===== config.mk =====
export PLATFORM = sky130hd
export DESIGN_NAME = cordic_sched
export DESIGN_NICKNAME = d
export VERILOG_FILES = /design/src/rtl/cordic_pkg.sv /design/src/rtl/cordic_rsp_fifo.sv /design/src/rtl/cordic_sched.sv
export SDC_FILE = /design/constraint.sdc
export NUM_CORES = 2
export LEC_CHECK = 0
export CAP_MARGIN = 5
export CORE_UTILIZATION = 50
export DETAILED_ROUTE_END_ITERATION = 8
export PLACE_DENSITY = 0.76
export RECOVER_POWER = 25
export SLEW_MARGIN = 25
export SYNTH_ARGS = -nofsm -noshare
export SYNTH_HDL_FRONTEND = slang
export SYNTH_SLANG_ARGS = --single-unit
export TNS_END_PERCENT = 30

===== constraint.sdc =====
create_clock -name clk -period 6 [get_ports clk]
set_input_delay 1.2 -clock clk [delete_from_list [all_inputs] [get_ports clk]]
set_output_delay 1.2 -clock clk [all_outputs]
set_load 0.02 [all_outputs]

===== src/rtl/cordic_pkg.sv =====
// Shared widths, default pipeline depth and response-entry layout for the
// CORDIC request scheduler and its response buffer.
package cordic_pkg;

    localparam int ANGLE_W     = 25;
    localparam int DATA_W      = 30;
    localparam int QUAD_W      = 3;
    localparam int DEF_LATENCY = 23;
    // Widest tag any requester may use; narrower tags are zero-extended.
    localparam int RSP_TAG_W   = 8;

    typedef struct packed {
        logic                     id;
        logic [RSP_TAG_W-1:0]     tag;
        logic signed [DATA_W-1:0] cos;
        logic signed [DATA_W-1:0] sin;
        logic [QUAD_W-1:0]        quad;
    } rsp_entry_t;

endpackage


===== src/rtl/cordic_rsp_fifo.sv =====
// Synchronous response FIFO. Pointers carry one extra wrap bit so that
// full and empty are distinguishable without a separate counter.
module cordic_rsp_fifo
    import cordic_pkg::*;
#(
    parameter int DEPTH = 32
) (
    input  logic       clk,
    input  logic       rst_n,
    input  logic       wr_en,
    input  rsp_entry_t wr_data,
    input  logic       rd_en,
    output rsp_entry_t rd_data,
    output logic       empty
);

    localparam int AW = $clog2(DEPTH);

    rsp_entry_t     mem [DEPTH];
    logic [AW:0]    wr_ptr;
    logic [AW:0]    rd_ptr;
    logic           full;

    assign empty   = (wr_ptr == rd_ptr);
    assign full    = (wr_ptr[AW] != rd_ptr[AW]) && (wr_ptr[AW-1:0] == rd_ptr[AW-1:0]);
    assign rd_data = mem[rd_ptr[AW-1:0]];

    // Pointer advance; wrap is implicit in the AW+1 bit arithmetic.
    always_ff @(posedge clk or negedge rst_n) begin
        if (!rst_n) begin
            wr_ptr <= '0;
            rd_ptr <= '0;
        end else begin
            if (wr_en && !full)
                wr_ptr <= wr_ptr + 1'b1;
            if (rd_en && !empty)
                rd_ptr <= rd_ptr + 1'b1;
        end
    end

    // Storage array; contents need no reset since pointers gate visibility.
    always_ff @(posedge clk) begin
        if (wr_en && !full)
            mem[wr_ptr[AW-1:0]] <= wr_data;
    end

    // Upstream credit gating must never let a write reach a full buffer.
    always_ff @(posedge clk) begin
        if (rst_n)
            assert (!(wr_en && full)) else $error("cordic_rsp_fifo: write while full");
    end

endmodule


===== src/rtl/cordic_sched.sv =====
// Two-requester round-robin scheduler in front of a fixed-latency CORDIC
// pipeline. Metadata rides a shift register alongside the pipeline and the
// aligned results land in an in-order response FIFO. Issue is credit-gated
// on in-flight + buffered count so the FIFO can never overflow.
module cordic_sched
    import cordic_pkg::*;
#(
    parameter int LATENCY    = DEF_LATENCY,
    parameter int FIFO_DEPTH = 32,
    parameter int TAG_W      = 4
) (
    input  logic                     clk,
    input  logic                     rst_n,
    input  logic                     a_valid,
    output logic                     a_ready,
    input  logic signed [ANGLE_W-1:0] a_angle,
    input  logic [QUAD_W-1:0]        a_quad,
    input  logic [TAG_W-1:0]         a_tag,
    input  logic                     b_valid,
    output logic                     b_ready,
    input  logic signed [ANGLE_W-1:0] b_angle,
    input  logic [QUAD_W-1:0]        b_quad,
    input  logic [TAG_W-1:0]         b_tag,
    output logic signed [ANGLE_W-1:0] pl_angle,
    output logic [QUAD_W-1:0]        pl_quad,
    input  logic signed [DATA_W-1:0] pl_cos,
    input  logic signed [DATA_W-1:0] pl_sin,
    input  logic [QUAD_W-1:0]        pl_quad_o,
    output logic                     rsp_valid,
    input  logic                     rsp_ready,
    output logic                     rsp_id,
    output logic [TAG_W-1:0]         rsp_tag,
    output logic signed [DATA_W-1:0] rsp_cos,
    output logic signed [DATA_W-1:0] rsp_sin,
    output logic [QUAD_W-1:0]        rsp_quad,
    output logic [5:0]               outstanding
);

    logic                       prio;       // 0: A wins a tie, 1: B wins
    logic                       pop;
    logic                       credit_ok;
    logic                       gnt_a;
    logic                       gnt_b;
    logic                       issue;
    logic [5:0]                 out_after_pop;
    logic [TAG_W-1:0]           issue_tag;

    logic [LATENCY:0]              vld_pipe;
    logic [LATENCY:0]              id_pipe;
    logic [LATENCY:0][TAG_W-1:0]   tag_pipe;

    rsp_entry_t                 wr_entry;
    rsp_entry_t                 rd_entry;
    logic                       fifo_empty;

    // A slot freed by this cycle's pop can be reused in the same cycle.
    assign pop           = rsp_valid && rsp_ready;
    assign out_after_pop = outstanding - {5'd0, pop};
    assign credit_ok     = (out_after_pop < 6'(FIFO_DEPTH));

    assign gnt_a   = a_valid && (!b_valid || !prio);
    assign gnt_b   = b_valid && (!a_valid ||  prio);
    // rst_n gating keeps both readies low for the whole reset window.
    assign a_ready = rst_n && gnt_a && credit_ok;
    assign b_ready = rst_n && gnt_b && credit_ok;
    assign issue   = a_ready || b_ready;
    assign issue_tag = b_ready ? b_tag : a_tag;

    // Pipeline input register: granted request, or a zero bubble.
    always_ff @(posedge clk or negedge rst_n) begin
        if (!rst_n) begin
            pl_angle <= '0;
            pl_quad  <= '0;
        end else if (issue) begin
            pl_angle <= b_ready ? b_angle : a_angle;
            pl_quad  <= b_ready ? b_quad  : a_quad;
        end else begin
            pl_angle <= '0;
            pl_quad  <= '0;
        end
    end

    // Round-robin pointer: after a grant, the other requester gets priority.
    always_ff @(posedge clk or negedge rst_n) begin
        if (!rst_n)
            prio <= 1'b0;
        else if (issue)
            prio <= a_ready;
    end

    // Valid bits only need reset; clearing them discards everything in flight.
    always_ff @(posedge clk or negedge rst_n) begin
        if (!rst_n)
            vld_pipe <= '0;
        else
            vld_pipe <= {vld_pipe[LATENCY-1:0], issue};
    end

    // Metadata delay line; stage LATENCY lines up with pl_cos/pl_sin.
    always_ff @(posedge clk) begin
        id_pipe  <= {id_pipe[LATENCY-1:0], b_ready};
        tag_pipe <= {tag_pipe[LATENCY-1:0], issue_tag};
    end

    // In-flight plus buffered count; issue and pop together cancel out.
    always_ff @(posedge clk or negedge rst_n) begin
        if (!rst_n)
            outstanding <= '0;
        else
            outstanding <= outstanding + {5'd0, issue} - {5'd0, pop};
    end

    always_comb begin
        wr_entry      = '0;
        wr_entry.id   = id_pipe[LATENCY];
        wr_entry.tag  = RSP_TAG_W'(tag_pipe[LATENCY]);
        wr_entry.cos  = pl_cos;
        wr_entry.sin  = pl_sin;
        wr_entry.quad = pl_quad_o;
    end

    cordic_rsp_fifo #(
        .DEPTH   (FIFO_DEPTH)
    ) u_rsp_fifo (
        .clk     (clk),
        .rst_n   (rst_n),
        .wr_en   (vld_pipe[LATENCY]),
        .wr_data (wr_entry),
        .rd_en   (pop),
        .rd_data (rd_entry),
        .empty   (fifo_empty)
    );

    assign rsp_valid = !fifo_empty;
    assign rsp_id    = rd_entry.id;
    assign rsp_tag   = rd_entry.tag[TAG_W-1:0];
    assign rsp_cos   = rd_entry.cos;
    assign rsp_sin   = rd_entry.sin;
    assign rsp_quad  = rd_entry.quad;

    // Tags are zero-extended on the way in, so the spare bits stay clear.
    always_ff @(posedge clk) begin
        if (rst_n && rsp_valid)
            assert ((rd_entry.tag >> TAG_W) == '0) else $error("cordic_sched: tag high bits set");
    end

endmodule


== Yosys cells after proc, flatten, opt, wreduce, memory -nomap -nowiden ==
Memory sizes are Yosys's and may differ from the RTL's.
Cells that the tools add are included.

* Memories: 1
* Output and inout port bits: 105
* Input bits: 132
* Word-level logic and storage cells: 67
* RAM bits: 2176
* Register bits after elaboration: 191

* $add $sub $neg: 5
* Muxes and demuxes: 7
* $lt $le $gt $ge: 1
* Equality and inequality tests: 3
* Reductions and logical operators: 18

{| class="wikitable"
|+ Memories
! memory !! depth !! width !! rd ports !! clocked after memory_dff !! wr ports !! line !! RTL
|-
| u_rsp_fifo.mem || 32 || 68 || 1 || 0 || 1 || cordic_rsp_fifo.sv:19 || <nowiki>rsp_entry_t mem [DEPTH];</nowiki>
|}

{| class="wikitable"
|+ Operator list
! cell !! count
|-
| $mux W25 || 2
|-
| $add A6 B1 Y6 const B || 2
|-
| $sub A6 B1 Y6 || 2
|-
| $logic_and A1 B1 Y1 || 10
|-
| $add A6 B1 Y6 || 1
|-
| $eq A6 B6 Y1 || 1
|-
| $lt A6 B6 Y1 const B || 1
|-
| $mux W3 || 2
|-
| $eq A5 B5 Y1 || 1
|-
| $logic_not A1 Y1 || 5
|-
| $mux W4 || 1
|-
| $logic_or A1 B1 Y1 || 3
|-
| $mux W1 || 2
|-
| $ne A1 B1 Y1 || 1
|}

== Logic depth before layout (Yosys ltp) ==
* Depth after elaboration: 9
* Depth in mapped cells: 16
* Depth with buffers taken out: 15

== By module ==
A second synthesis with hierarchy kept.

* Cells, all modules: 3886
* Area total of the unflattened synthesis: 91786.8 sq um

{| class="wikitable"
|+ By module, submodules not included
! module !! area each (sq um) !! instances !! seq. area each (sq um) !! cells each
|-
| cordic_rsp_fifo || 86990.9 || 1 || 69486.6 || 3585
|-
| cordic_sched || 4795.8 || 1 || 3878.7 || 301
|}

== Least setup slack after synthesis ==
Ideal clock, no wire load.

* Kind: reg2reg
* Start: register u_rsp_fifo.rd_ptr[1]
* End: memory u_rsp_fifo.mem[31][0] (netlist bit) (enable)
* Arrival: 4333 ps
* Required time: 5505 ps
* Cell stages (with the launch flop): 7
* Slack: 1172 ps
* Library setup time: 495 ps
* Clock period less this slack: 4828 ps
* Buffers on the path: 1
* Cells stage by stage: dfrtp_1 clkbuf_1 xor2_1 nor3_4 a31oi_2 nand2_1 nor2_1

* Word-level cells in the longest chain between the ends: 6

{| class="wikitable"
|+ Ends and longest elaborated chain
! what !! line !! RTL
|-
| start, declared || cordic_rsp_fifo.sv:21 || <nowiki>logic [AW:0] rd_ptr;</nowiki>
|-
| start signal, assigned || cordic_rsp_fifo.sv:37 || <nowiki>rd_ptr <= rd_ptr + 1'b1;</nowiki>
|-
| $eq A5 B5 Y1 || cordic_rsp_fifo.sv:25 || <nowiki>assign full = (wr_ptr[AW] != rd_ptr[AW]) && (wr_ptr[AW-1:0] == rd_ptr[AW-1:0]);</nowiki>
|-
| $logic_and A1 B1 Y1 || cordic_rsp_fifo.sv:25 ||
|-
| $logic_not A1 Y1 || cordic_rsp_fifo.sv:43 || <nowiki>if (wr_en && !full)</nowiki>
|-
| $logic_and A1 B1 Y1 || cordic_rsp_fifo.sv:43 ||
|-
| $mux W1 || cordic_rsp_fifo.sv:43 ||
|-
| $mux W1 (not written as such) || cordic_rsp_fifo.sv:44 || <nowiki>mem[wr_ptr[AW-1:0]] <= wr_data;</nowiki>
|-
| end, declared || cordic_rsp_fifo.sv:19 ||
|}

Every way passes these cells.

== Worst setup path in the final report ==
* Start: register u_rsp_fifo.rd_ptr[0]
* End: output rsp_sin[24]

* Word-level cells in the longest chain between the ends: 1

{| class="wikitable"
|+ Ends and longest elaborated chain
! what !! line !! RTL
|-
| $mem_v2 Z32 W68 || -- ||
|-
| end, declared || cordic_sched.sv:34 || <nowiki>output logic signed [DATA_W-1:0] rsp_sin,</nowiki>
|}

Every way passes these cells.

==> out/qor.yml <==
run_status: "complete, but fails checks"
failed_checks: "max-capacitance violations, max-slew violations"
launch_point_of_the_worst_reg_to_reg_path: "u_rsp_fifo.rd_ptr[0]"
netlist.area_leader.share_pct: 74.5
post-cts-setup-buffers: 0
synth_edf_count: 2176
critical_path.endpoint_type: "primary output"
power_frac_clock_pct: 29.7
setup_tns_ns: 0
syn_inst: 3465
antenna_found_initial: 16
core_region_area_sq_um: 174000
synth_most_common_cell: "sky130_fd_sc_hd__edfxtp_1"
global_route.usage.total_pct: 24.5
die_height_um: 421
route.detailed.drc: 0
fillerInstances: 11690
grt_pass1_wl_um: 302000
drive_above_1_share_pct: 30.5
cts.clk_slew.worst_paths_ns: 0.06
launch_instance_of_the_worst_min_delay_path: "tag_pipe[36]"
first_global_vias: 41990
synth-seq-cells: 2367
switching_share_of_total_power_pct: 28.4
grt_start_max_net_pins: 104
maxSlewHeadroom_pct: -8.70
multi_input_area_sq_um: 17600
initial_core_util_pct: 50.4
required_ns: 4.80
finalSetupViolCount: 0
yosysWarningCount: 0
critical_path_start_type: "flip-flop"
clock_tree.buffer_depth: 3
max_slew.worst_pin.slew_ns: 1.63
dp_hpwl_um: 102000
residual_antenna_violating_net_count_after_detailed_routing: 0
port-buffer-count: 236
route.detailed.vias_per_inst: 6.33
vdd_ir_drop_max_mv: 0.385
cts_sinks: 2367
synthDistinctLibCells: 39
holdBufCountCts: 0
wire_per_inst_um: 33.4
synth_area_per_cell_sq_um: 25.3
cts_tree: "done"
power.density_cell_area_nw_per_um2: 459
post-synth-top-area-cell: "sky130_fd_sc_hd__edfxtp_1"
cts_inserted_buffers: 218
synth.top_cells.by_area: "sky130_fd_sc_hd__edfxtp_1, sky130_fd_sc_hd__mux4_2, sky130_fd_sc_hd__dfxtp_1"
power_switching_mw: 13.2
place_congestion: 0.778
cts-htree-levels: 4
p_int_mw: 33.2
width_of_the_die_um: 421
hold_slack_ns: 0.314
clock_latency_ns: 0.86
clock-skew-final_ns: 0.0338
timing.hold.worst.class: "flip-flop to flip-flop"
slew_violations: 33
design.portCount: 237
rows: 153
asyncSetResetFlopFracSynth_pct: 3.00
detail_route.wirelength_um: 214000
area_delta_synth_final_pct: 15.4
worst_r2r_path_depth: 7
rsz0062_at_grt: "no"
synth_nets: 3612
critical_path_arrival_ns: 4.43
grt_total_ovfl: 0
sequential_cell_area_sq_um: 69500
timing.hold.worst_endpoint: "tag_pipe[40]"
post_synth_instance_area_sq_um: 87700
holdPathStages: 0
clk_root_buffer_cell: "sky130_fd_sc_hd__clkbuf_16"
p_leak_nw: 31.8
maxCapViolations: 1
p_comb_share_pct: 28.9
seqPwrFrac_pct: 41.4
firstDrtPassIters: 5
crit_path_max_fanout: 59
num-nets-final: 4026
final_critical_path_share_of_the_clock_period_pct: 93.9
worstSetupPathType: "flip-flop to primary output"
first_iter_violations: 5376
period_minus_slack_ns: 5.63
maxClockFrequency_ghz: 0.178
timing_hold_violations_final: 0
synth.yosys.seq_area_share_pct: 79.3
timing.reg2reg.setup_slack_ns: 1.29
critical_path.reg2reg.endpoint: "u_rsp_fifo.mem[11][19]"
dominantRegCellSynth: "sky130_fd_sc_hd__edfxtp_1"
post_cts_resized: 0
yosys-top-cells-count: "sky130_fd_sc_hd__edfxtp_1, sky130_fd_sc_hd__mux4_2, sky130_fd_sc_hd__dfxtp_1"
die_area_sq_um: 177000
routed-via-count: 40487
[kinds of logic after synthesis]
group / Yosys count / share of synthesized area [%]
compound gates: 45 / 0.459
xor+xnor: 22 / 0.220
fa+ha+maj: 15 / 0.223
buf+inv: 188 / 0.997
flops: 2367 / 79.3
mux: 756 / 18.4
simple gates: 72 / 0.395
[stage by stage]
stage                     worst slack [ns]  util, %  area [sq um]  std cells  power [mW]
after floorplan                       1.17        -         87700       3465        28.3
after global placement                1.29     54.0         94000       5979        32.8
after detailed placement              1.28     54.1         94100       5984        33.0
after CTS                            0.283     58.2        101000       6394        46.9
after global routing                 0.214     58.1        101000       6396        47.9
final                                0.368     58.1        101000       6399        46.4
[critical path, cell delays in order (launching register included)]
cell and delay, ns:
sky130_fd_sc_hd__dfrtp_4 0.91, sky130_fd_sc_hd__buf_12 0.45, sky130_fd_sc_hd__mux4_2 0.62, sky130_fd_sc_hd__mux4_2 0.53
sky130_fd_sc_hd__mux2_2 0.33, sky130_fd_sc_hd__clkdlybuf4s50_1 0.55
[flip-flops by register name (all words and copies together) (netlist names)]
register / cells
u_rsp_fifo.mem: 2176
id_pipe: 24
prio: 1
tag_pipe: 96
outstanding: 6
u_rsp_fifo.rd_ptr: 6
pl_quad: 3
vld_pipe: 24
u_rsp_fifo.wr_ptr: 6
pl_angle: 25
[how the worst max path moves through the flow]
stage / slack, ns / from / end
after floorplan: 1.17 / u_rsp_fifo.rd_ptr[1] / u_rsp_fifo.mem[31][0]
after global placement: 1.29 / u_rsp_fifo.rd_ptr[0] / rsp_sin[11]
after detailed placement: 1.28 / u_rsp_fifo.rd_ptr[0] / rsp_sin[11]
after CTS: 0.28 / u_rsp_fifo.rd_ptr[0] / rsp_sin[24]
after global routing: 0.21 / u_rsp_fifo.rd_ptr[0] / rsp_sin[24]
final: 0.37 / u_rsp_fifo.rd_ptr[0] / rsp_sin[24]
[layout make-up]
cell class,instances,area share (%)
flip-flops and latches,2367,68.7
multi-input cells,910,17.4
clock buffers,267,5.64
repair buffers,369,3.91
well taps,2325,2.88
clock inverters,143,1.41
inverters,13,0.0482
diodes,5,0.0124
[routing by layer]
metal / share of wire, % / wire length [um] / vias up / global-route usage, %
met1: 35 / 75100 / 21554 / 30.8
met5: 0.069 / 147 / - / 0
li1: - / - / 15788 / -
met3: 9.8 / 20900 / 504 / 5.96
met2: 51 / 109000 / 2617 / 40.7
met4: 4.2 / 8990 / 24 / 10.3
[cells in the final DEF (no fill, tap or decap), types with 49 or more instances in the layout]
| master | n |
|---|---|
| sky130_fd_sc_hd__clkbuf_1 | 65 |
| sky130_fd_sc_hd__mux2_2 | 73 |
| sky130_fd_sc_hd__edfxtp_1 | 2176 |
| sky130_fd_sc_hd__clkbuf_16 | 220 |
| sky130_fd_sc_hd__dfrtp_1 | 66 |
| sky130_fd_sc_hd__clkinv_1 | 53 |
| sky130_fd_sc_hd__buf_12 | 49 |
| sky130_fd_sc_hd__dfxtp_1 | 120 |
| sky130_fd_sc_hd__clkdlybuf4s50_1 | 208 |
| sky130_fd_sc_hd__mux4_2 | 680 |
| sky130_fd_sc_hd__buf_4 | 77 |
[power by group through the flow]
stage	registers [mW]	logic, mW	clock network (mW)
4_1_cts	19.2	13.6	14.0
6_report	19.2	13.4	13.8
3_3_place_gp	19.5	13.3	0
5_1_grt	19.3	14.1	14.6
3_5_place_dp	19.6	13.4	0
2_1_floorplan	19.2	9.03	0
No activity file was read; power rests on OpenSTA's default activity.
